===== config.mk =====
export PLATFORM = sky130hd
export DESIGN_NAME = addsub_arbiter
export DESIGN_NICKNAME = d
export VERILOG_FILES = /design/src/rtl/addsub_pkg.sv /design/src/rtl/addsub_core.sv /design/src/rtl/addsub_arbiter.sv
export SDC_FILE = /design/constraint.sdc
export NUM_CORES = 1
export LEC_CHECK = 0
export CAP_MARGIN = 0
export CORE_UTILIZATION = 45
export DETAILED_ROUTE_END_ITERATION = 7
export PLACE_DENSITY_LB_ADDON = 0.15
export SYNTH_ARGS = -nofsm -noshare
export SYNTH_HDL_FRONTEND = slang
export SYNTH_SLANG_ARGS = --single-unit

===== constraint.sdc =====
create_clock -name clk -period 3.4 [get_ports clk]
set_input_delay 0.68 -clock clk [delete_from_list [all_inputs] [get_ports clk]]
set_output_delay 0.68 -clock clk [all_outputs]
set_load 0.05 [all_outputs]

===== src/rtl/addsub_pkg.sv =====
// Shared types and constants for the add/subtract arbiter and its core.
package addsub_pkg;

  typedef enum logic [1:0] {
    IDLE = 2'd0,
    EXEC = 2'd1,
    RESP = 2'd2
  } state_t;

  localparam logic OP_ADD = 1'b0;
  localparam logic OP_SUB = 1'b1;

  localparam logic [7:0] SAT_POS = 8'h7F;
  localparam logic [7:0] SAT_NEG = 8'h80;

endpackage


===== src/rtl/addsub_core.sv =====
// Combinational two's-complement add/subtract with carry and signed overflow.
// Optional clamping of overflowed results is enabled by ADDSUB_SATURATE_EN.
module addsub_core
  import addsub_pkg::*;
#(
  parameter int WIDTH = 8
) (
  input  logic [WIDTH-1:0] a,
  input  logic [WIDTH-1:0] b,
  input  logic             op,
  output logic [WIDTH-1:0] res,
  output logic             cout,
  output logic             ovf
);

`ifdef ADDSUB_SATURATE_EN
  // Package constants are 8 bits; replicate their low bits so the clamp tracks WIDTH.
  localparam logic [WIDTH-1:0] SAT_P = {SAT_POS[7], {(WIDTH-1){SAT_POS[0]}}};
  localparam logic [WIDTH-1:0] SAT_N = {SAT_NEG[7], {(WIDTH-1){SAT_NEG[0]}}};
`endif

  logic [WIDTH-1:0] bx;
  logic [WIDTH-1:0] sum;
  logic             cin;

  always_comb begin
    bx  = (op == OP_ADD) ? b : ~b;
    cin = (op == OP_SUB);
    {cout, sum} = {1'b0, a} + {1'b0, bx} + {{WIDTH{1'b0}}, cin};
    ovf = (a[WIDTH-1] == bx[WIDTH-1]) && (sum[WIDTH-1] != a[WIDTH-1]);
`ifdef ADDSUB_SATURATE_EN
    if (ovf) res = a[WIDTH-1] ? SAT_N : SAT_P;
    else     res = sum;
`else
    res = sum;
`endif
  end

endmodule


===== src/rtl/addsub_arbiter.sv =====
// Round-robin sharing of one add/subtract core between two valid/ready requesters.
// Build option: ADDSUB_SATURATE_EN clamps overflowed results (see addsub_core).
//
// state | meaning
// IDLE  | waiting for a request; ready offered to the granted requester
// EXEC  | core evaluates latched operands; response registers load
// RESP  | rsp_valid high, held until rsp_ready
module addsub_arbiter
  import addsub_pkg::*;
#(
  parameter int WIDTH = 8,
  parameter int CNT_W = 8
) (
  input  logic             clk,
  input  logic             rst,
  input  logic             req0_valid,
  input  logic [WIDTH-1:0] req0_a,
  input  logic [WIDTH-1:0] req0_b,
  input  logic             req0_op,
  output logic             req0_ready,
  input  logic             req1_valid,
  input  logic [WIDTH-1:0] req1_a,
  input  logic [WIDTH-1:0] req1_b,
  input  logic             req1_op,
  output logic             req1_ready,
  output logic             rsp_valid,
  input  logic             rsp_ready,
  output logic             rsp_id,
  output logic [WIDTH-1:0] rsp_res,
  output logic             rsp_cout,
  output logic             rsp_ovf,
  output logic             busy,
  output logic [CNT_W-1:0] ovf_cnt
);

  state_t           state, state_nxt;
  logic             last_grant;
  logic             grant_id;
  logic             hs;
  logic [WIDTH-1:0] op_a, op_b;
  logic             op_op, op_id;
  logic [WIDTH-1:0] core_res;
  logic             core_cout, core_ovf;

  addsub_core #(.WIDTH(WIDTH)) u_core (
    .a    (op_a),
    .b    (op_b),
    .op   (op_op),
    .res  (core_res),
    .cout (core_cout),
    .ovf  (core_ovf)
  );

  // A lone requester wins outright; on a tie the one not served last wins.
  always_comb begin
    if (req0_valid && req1_valid) grant_id = ~last_grant;
    else                          grant_id = req1_valid;
    hs = (state == IDLE) && !rst && (req0_valid || req1_valid);
  end

  always_ff @(posedge clk or posedge rst) begin
    if (rst) state <= IDLE;
    else     state <= state_nxt;
  end

  always_comb begin
    state_nxt = state;
    case (state)
      IDLE:    if (hs) state_nxt = EXEC;
      EXEC:    state_nxt = RESP;
      RESP:    if (rsp_ready) state_nxt = IDLE;
      default: state_nxt = IDLE;
    endcase
  end

  always_comb begin
    req0_ready = hs && !grant_id;
    req1_ready = hs && grant_id;
    busy       = (state != IDLE);
    rsp_valid  = (state == RESP);
  end

  always_ff @(posedge clk or posedge rst) begin
    if (rst) begin
      last_grant <= 1'b1;
      op_a       <= '0;
      op_b       <= '0;
      op_op      <= 1'b0;
      op_id      <= 1'b0;
      rsp_id     <= 1'b0;
      rsp_res    <= '0;
      rsp_cout   <= 1'b0;
      rsp_ovf    <= 1'b0;
      ovf_cnt    <= '0;
    end else begin
      if (hs) begin
        op_a       <= grant_id ? req1_a  : req0_a;
        op_b       <= grant_id ? req1_b  : req0_b;
        op_op      <= grant_id ? req1_op : req0_op;
        op_id      <= grant_id;
        last_grant <= grant_id;
      end
      if (state == EXEC) begin
        rsp_id   <= op_id;
        rsp_res  <= core_res;
        rsp_cout <= core_cout;
        rsp_ovf  <= core_ovf;
        if (core_ovf && (ovf_cnt != {CNT_W{1'b1}})) ovf_cnt <= ovf_cnt + CNT_W'(1);
      end
    end
  end

endmodule


---- Word-level counts from Yosys, hierarchy flattened ----
Index checks and enable logic that the tools add are counted.
W data, S select, Z words.
storage, ports and cells
  bits of input ports ..................... 39
  output and inout port bits .............. 23
  word-level logic and storage cells ...... 45
  bits in registers ....................... 40
operators by class
  muxes and demuxes ....................... 8
  eq/ne operators ......................... 7
  reduce and logical (&&, ||, !) cells .... 14
  bitwise operators ....................... 2
  $add $sub $neg .......................... 3
operators with widths
  operator               count
  $mux W8                3
  $add A8 B8 Y9          1
  $add A9 B1 Y9          1
  $add A8 B1 Y8 const B  1
  $ne A8 B8 Y1 const B   1
  $not A8 Y8             1
  $logic_and A1 B1 Y1    7
  $pmux W2 S3            1
  $mux W2                2
  $reduce_and A2 Y1      2
  $eq A2 B1 Y1 const B   1
  $eq A2 B2 Y1 const B   1
  $logic_not A1 Y1       2
  $logic_not A2 Y1       1
  $mux W1                2
  $ne A2 B1 Y1 const B   1
  $ne A2 B2 Y1 const B   1
  $reduce_bool A2 Y1     1
  $eq A1 B1 Y1           1
  $logic_or A1 B1 Y1     1
  $ne A1 B1 Y1           1
  $not A1 Y1             1

---- Logic depth before layout (Yosys ltp) ----
Gate-level depths: netlist of run 1.
  depth after elaboration ................. 8
  mapped depth ............................ 10
  gate-level depth less buffers ........... 9

---- Hierarchy ----
From an unflattened synthesis of run 1, not the netlist that was laid out.
second synthesis, totals
  cells, all modules ...................... 223
  area total of the unflattened synthesis .. 2287.2 um^2
by module, submodules not included
  module          times used  area each (um^2)  cells an instance  seq. area each (um^2)
  addsub_arbiter  1           1816.7            163                1002.2
  addsub_core     1           470.5             60                 0.0

---- Worst setup path before layout of run 1 ----
OpenSTA, ideal clock, no wires.
  kind .................................... reg-to-reg
  start point ............................. reg op_op
  end point ............................... reg ovf_cnt[1]
  period minus slack after synthesis ...... 2.990 ns
  stages on the path, launching flop included .. 10
  data arrival time ....................... 2.865 ns
  data required time ...................... 3.275 ns
  path buffers ............................ 1
  slack ................................... 0.410 ns
  library setup time ...................... 0.125 ns
  cell sequence ........................... dfrtp_1 -> buf_2 -> xor2_1 -> ha_1 -> and2_4 -> a221o_1 -> or4_1 -> a311o_1 -> nand2b_4 -> mux2_4
between the ends
  word-level cells in the longest chain between the ends .. 7
  elaborated cells on any way between the ends .. 8
  classes of those cells .................. add/sub (2); eq/ne (2); mux (1); reduce/logical (3)
RTL lines
  item                                  line                   source
  from (decl)                           addsub_arbiter.sv:41   logic op_op, op_id;
  from (signal assigned)                addsub_arbiter.sv:99   op_op <= grant_id ? req1_op : req0_op;
  $mux W8                               addsub_core.sv:27      bx = (op == OP_ADD) ? b : ~b;
  $add A8 B8 Y9                         addsub_core.sv:29      {cout, sum} = {1'b0, a} + {1'b0, bx} + {{WIDTH{1'b0}}, cin};
  $add A9 B1 Y9                         addsub_core.sv:29
  $ne A1 B1 Y1                          addsub_core.sv:30      ovf = (a[WIDTH-1] == bx[WIDTH-1]) && (sum[WIDTH-1] != a[WIDTH-1]);
  $logic_and A1 B1 Y1 *                 addsub_core.sv:30
  $logic_and A1 B1 Y1 *                 addsub_arbiter.sv:108  if (core_ovf && (ovf_cnt != {CNT_W{1'b1}})) ovf_cnt <= ovf_cnt + CNT_W'(1);
  $reduce_and A2 Y1 (no source line) *  -
  to (signal assigned)                  addsub_arbiter.sv:108
  to (decl)                             addsub_arbiter.sv:33   output logic [CNT_W-1:0] ovf_cnt
Every way passes the cells marked *; elsewhere a longest branch is shown, timed or not.
A chain may end at the register's enable or synchronous reset.

---- Worst setup path after layout of run 1 ----
  start point ............................. reg op_op
  end point ............................... reg ovf_cnt[6]
Same word-level chain as after synthesis.

==> flow_summary.toml, run 1 <==
[run_status]
outcome = "finished with violations"
violations = "DRC"

[global_route]
grt.overflow.total = 0
grt_pass1_wl_um = 7260
grt_antenna_before_repair = 0
track_usage = 0.182
grt_pass1_vias = 1669
grt_max_degree = 41

[final_layout]
register_area_sq_um = 1000
syn_to_final_growth_pct = 37.0
diodes = 0
finalNetCount = 328
drive_gt1_frac = 0.0747
layout.cells.non_filler = 333
fill_cells = 378
multi_input_area_sq_um = 1110
fin_util = 0.663

[timing]
hold_viol = 0
fin_ws_ps = 198
maxSlewViolCount = 0
slew_headroom = 0.517
finalSetupViolations = 0
grt_setup_unrepaired = "false"
fmax_ghz = 0.312
tightestPinTransition_ps = 724
setup-tns-final_ps = 0
min_period_over_period = 0.942
fin_crit_ps = 3200
final.setup_skew_ps = 12.3

[route]
dr.pass1.iters = 6
drtIter0Drc = 63
postRouteAntennaNets = 0
drc = 1
finalWirelength_um = 4060
vias = 1712
wl_per_cell_um = 12.2
viasPerCell = 5.14

[flow_run]
drv_cap = 0

[logic_synthesis]
ys_seq_area_frac = 0.463
syn_area_per_cell_sq_um = 9.93
ys_top_cells_by_area = "dfrtp_1, mux2i_1, o21ai_0"
synth.most_common_cell = "dfrtp_1"
synth_seq_cells = 40
ys_async_sr_fraction = 1.00
synth_cell_type_count = 40
yosysTopAreaCell = "dfrtp_1"
syn_nets = 266
synth_edf_count = 0
synthCells = 218
netlist.area_leader.share = 0.451
yosysWarnings = 0
yosys-top-cells-count = "dfrtp_1, nand2_1, o21ai_0"
syn_area_sq_um = 2170
synth_top_flop_cell = "dfrtp_1"

[floorplanning]
dieArea_sq_um = 5090
rows = 24
die_h_um = 71.4
core_region_area_sq_um = 4470
die_x_um = 71.4
start_util = 0.484
boundaryPins = 62

[cts]
postCtsHoldBufs = 0
cts_root_buffer = "clkbuf_8"
post_cts_buffers = 0
cts_max_level = 2
clk_pin_slew_worst_paths_ps = 80
cts_sinks = 40
cts_max_path_buffers = 2
cts_resized = 0
cts_buffers = 5
cts_tree = "built"
insertion_delay_ps = 290

[setup_path]
rr_worst_depth = 8
r2r_slack_ps = 200
critPathLaunch = "op_op"
path_class = "reg -> reg"
crit_fanout = 9
crit_path_start_kind = "flop"
reg2reg_from = "op_op"
required_ps = 3590
r2r_end = "ovf_cnt[6]"
cp-end-kind = "flop"
crit_arrival_ps = 3390

[pwr]
power.density_nw_per_um2 = 963
power_uw = 2860
vdd_drop_max_v = 0.000399
leakagePower_uw = 0.00139

[min_path]
hold_start = "op_id"
min_path_type = "reg -> reg"
hold_depth = 1
min_to = "op_id"

[place]
finalWeightedCongestion = 0.816
numPortBuffers = 61
place_ws_ps = 213
dpl.cell_count = 325
hpwl_um = 3100
==> power breakdown <==
part	leakage (uW)	switching, uW	internal [uW]
clock network	0.0000654	159	293
logic	0.000818	921	677
registers	0.000503	143	663
==> metrics by stage <==
stage                     hold slack, ps  cell area, sq um
final                                477              2970
after global routing                 502              2970
after CTS                            483              2970
after detailed placement             467              2830
after global placement               459              2830
after floorplan                      446              2170
==> how the worst max path moves through the flow <==
stage / endpoint / cells past startpoint / slack [ps]
2_1_floorplan: ovf_cnt[1] / 9 / 410
3_3_place_gp: ovf_cnt[1] / 8 / 280
3_5_place_dp: ovf_cnt[1] / 8 / 210
4_1_cts: ovf_cnt[1] / 8 / 200
5_1_grt: ovf_cnt[1] / 8 / 110
6_report: ovf_cnt[6] / 8 / 200
==> placed cells by master (no fill, tap or decap), types with 2 or more instances in the layout <==
cell type and n:
xor2_1 14, nor3b_1 2, nor2_1 8, clkdlybuf4s50_1 60, buf_4 4, ha_1 8
a211oi_1 3, nor2b_1 5, mux2_2 2, nand3_1 3, clkbuf_8 5, mux2i_1 18
nand2_1 30, nand2b_1 6, bufinv_16 2, dfrtp_1 39, o21ai_0 29, inv_1 7
a21oi_1 5, or2_2 2, a21o_1 2, and3_1 2, nor3_1 2, xnor2_1 4
==> sequential cells by signal, summed over array words and instances, names as in the netlist <==
signal / cells
op_b: 8
op_a: 8
rsp_ovf: 1
rsp_cout: 1
rsp_res: 8
last_grant: 1
op_id: 1
rsp_id: 1
op_op: 1
state: 2
ovf_cnt: 8
==> worst max-delay path, cell delays in order, from the launching register on <==
cell     delay [ps]
dfrtp_1         510
xor2_1          200
ha_1            390
and2_4          190
a221o_1         360
or4_1           520
a311o_1         440
nor2_1          160
mux2_2          330
==> cells by family after synthesis <==
family / synth area share
and+or+nand+nor: 0.147
AOI/OAI and AO/OA: 0.133
DFF: 0.463
muxes: 0.101
xor gates and xnor gates: 0.0728
buffers and inverters: 0.0283
adders and majority gates: 0.0555
==> metal layers <==
layer	global-route usage	part of all wire	vias up
met5	0	0	-
met4	0.0600	0.014	0
met3	0.0520	0.053	6
met2	0.281	0.45	47
met1	0.248	0.48	783
li1	-	-	876
==> area by class of cell <==
cell class,instances,share of cell area
inverters,7,0.00886
clock inverters,2,0.0202
well taps,52,0.0219
flip-flops and latches,40,0.338
repair buffers,64,0.213
clock buffers,6,0.0245
multi-input cells,162,0.374
(Power assumes the default switching activity.)
==> run 2, diff against run 1 <==
- CORE_MARGIN: unset -> 1.5
==> run 2 against run 1 <==
First-iteration DRC count down 4.8%. Wire length up 1.4%. Sequential share of layout area up 0.52 points. Count of clock-buffer cells in the layout up 2. Sequential power about the same. Worst setup slack worse by 16 ps. The run now ends clean. Die area up 2.8%. Global-route usage down 1.1 points. Sequential cell count unchanged. Power down 4.7%. Core utilization down 4.0 points.
==> flow_summary.toml, run 2 (synthesis gave the netlist of run 1 again) <==
[timing]
final.setup_skew_ps = 4.51
hold_viol = 0
maxSlewViolCount = 0
finalSetupViolations = 0
setup-tns-final_ps = 0
tightestPinTransition_ps = 496
fin_crit_ps = 3220
fmax_ghz = 0.311
grt_setup_unrepaired = "false"
min_period_over_period = 0.946
slew_headroom = 0.668

[run_status]
outcome = "finished clean"

[setup_path]
crit_path_start_kind = "flop"
crit_fanout = 9
rr_worst_depth = 8
path_class = "reg -> reg"
cp-end-kind = "flop"
crit_arrival_ps = 3390
r2r_slack_ps = 180
required_ps = 3580
r2r_end = "ovf_cnt[6]"
reg2reg_from = "op_op"
critPathLaunch = "op_op"
crit_end = "ovf_cnt[6]"

[cts]
post_cts_buffers = 0
cts_max_path_buffers = 2
cts_resized = 0
postCtsHoldBufs = 0
insertion_delay_ps = 280
cts_tree = "built"
cts_buffers = 5
cts_max_level = 2
cts_root_buffer = "clkbuf_8"
cts_sinks = 40
clk_pin_slew_worst_paths_ps = 70

[global_route]
grt_pass1_wl_um = 7040
grt.overflow.total = 0
grt_antenna_before_repair = 0
grt_pass1_vias = 1654
grt_max_degree = 41
track_usage = 0.171

[floorplanning]
boundaryPins = 62
die_x_um = 72.4
dieArea_sq_um = 5240
core_region_area_sq_um = 4690
rows = 25
die_h_um = 72.4
start_util = 0.462

[final_layout]
final_common_cell = "clkdlybuf4s50_1"
register_area_sq_um = 1000
multi_input_area_sq_um = 1110
fin_util = 0.623
drive_gt1_frac = 0.0745
diodes = 0
fill_cells = 399
syn_to_final_growth_pct = 34.9
finalNetCount = 329
final_cell_mix = "clkdlybuf4s50_1, dfrtp_1, nand2_1"

[pwr]
p_sw_frac = 0.451
leakagePower_uw = 0.00137
p_int_uw = 1490
p_comb_frac = 0.596
pwr-share-seq = 0.296
vdd_drop_max_v = 0.000335
p_sw_uw = 1230
power.density_nw_per_um2 = 931
clockPowerShare = 0.108

[flow_run]
drv_cap = 0

[route]
viasPerCell = 5.00
wl_per_cell_um = 12.2
postRouteAntennaNets = 0
drc = 0
finalWirelength_um = 4110
drtIter0Drc = 60
dr.pass1.iters = 5
vias = 1680

[place]
finalWeightedCongestion = 0.789
numPortBuffers = 61
hpwl_um = 3140

[min_path]
min_path_type = "reg -> reg"
==> run 2: cell types whose count changed in the layout (fill, tap and decap cells not counted) <==
cell,change
bufinv_16,-2
buf_4,+2
clkdlybuf4s50_1,-1
clkbuf_1,+2
==> run 2: cell type report <==
class                      count  share of cell area
clock buffer                   8              0.0274
inverter                       7             0.00899
multi-input combinational    162               0.380
sequential                    40               0.343
tap                           54              0.0231
timing repair buffer          65               0.218
==> run 2: how the worst min path moves through the flow <==
| stage | startpoint | to | slack, ps | depth (start not counted) |
|---|---|---|---|---|
| finish | rsp_res[0] | rsp_res[0] | 480 | 2 |
| global route | op_id | op_id | 500 | 1 |
| CTS | rsp_ovf | rsp_ovf | 480 | 2 |
| detailed placement | rsp_ovf | rsp_ovf | 470 | 2 |
| global placement | rsp_res[7] | rsp_res[7] | 460 | 2 |
| floorplan | op_id | op_id | 450 | 1 |
==> run 2: per-stage QoR <==
| step | hold WS (ps) | power [uW] | std cells | setup slack, ps | cell area, sq um |
|---|---|---|---|---|---|
| floorplan | 446 | 1990 | 218 | 410 | 2170 |
| global placement | 463 | 2390 | 328 | 279 | 2840 |
| detailed placement | 468 | 2420 | 328 | 208 | 2840 |
| CTS | 484 | 2730 | 336 | 198 | 2920 |
| global route | 504 | 2920 | 336 | 48.5 | 2920 |
| finish | 478 | 2720 | 336 | 182 | 2920 |
==> run 2: layer usage <==
| layer | vias to the layer above | track usage | share of wire |
|---|---|---|---|
| li1 | 883 | - | - |
| met2 | 49 | 0.282 | 0.46 |
| met1 | 743 | 0.227 | 0.49 |
| met3 | 5 | 0.0292 | 0.040 |
| met4 | 0 | 0.0629 | 0.011 |
| met5 | - | 0 | 0 |
==> run 2: critical path, cell delays in order, from the launching register on <==
cell and delay [ps]:
dfrtp_1 520, xor2_1 200, ha_1 380, and2_4 180, a221o_1 350, or4_1 550, a311o_1 440, nor2_1 160
mux2_2 330
==> run 2: power groups by stage <==
stage	combinational [uW]	clock (uW)	sequential, uW
final	1620	295	805
after global routing	1770	322	832
after CTS	1620	303	810
after detailed placement	1610	0	819
after global placement	1580	0	813
after floorplan	931	0	1060
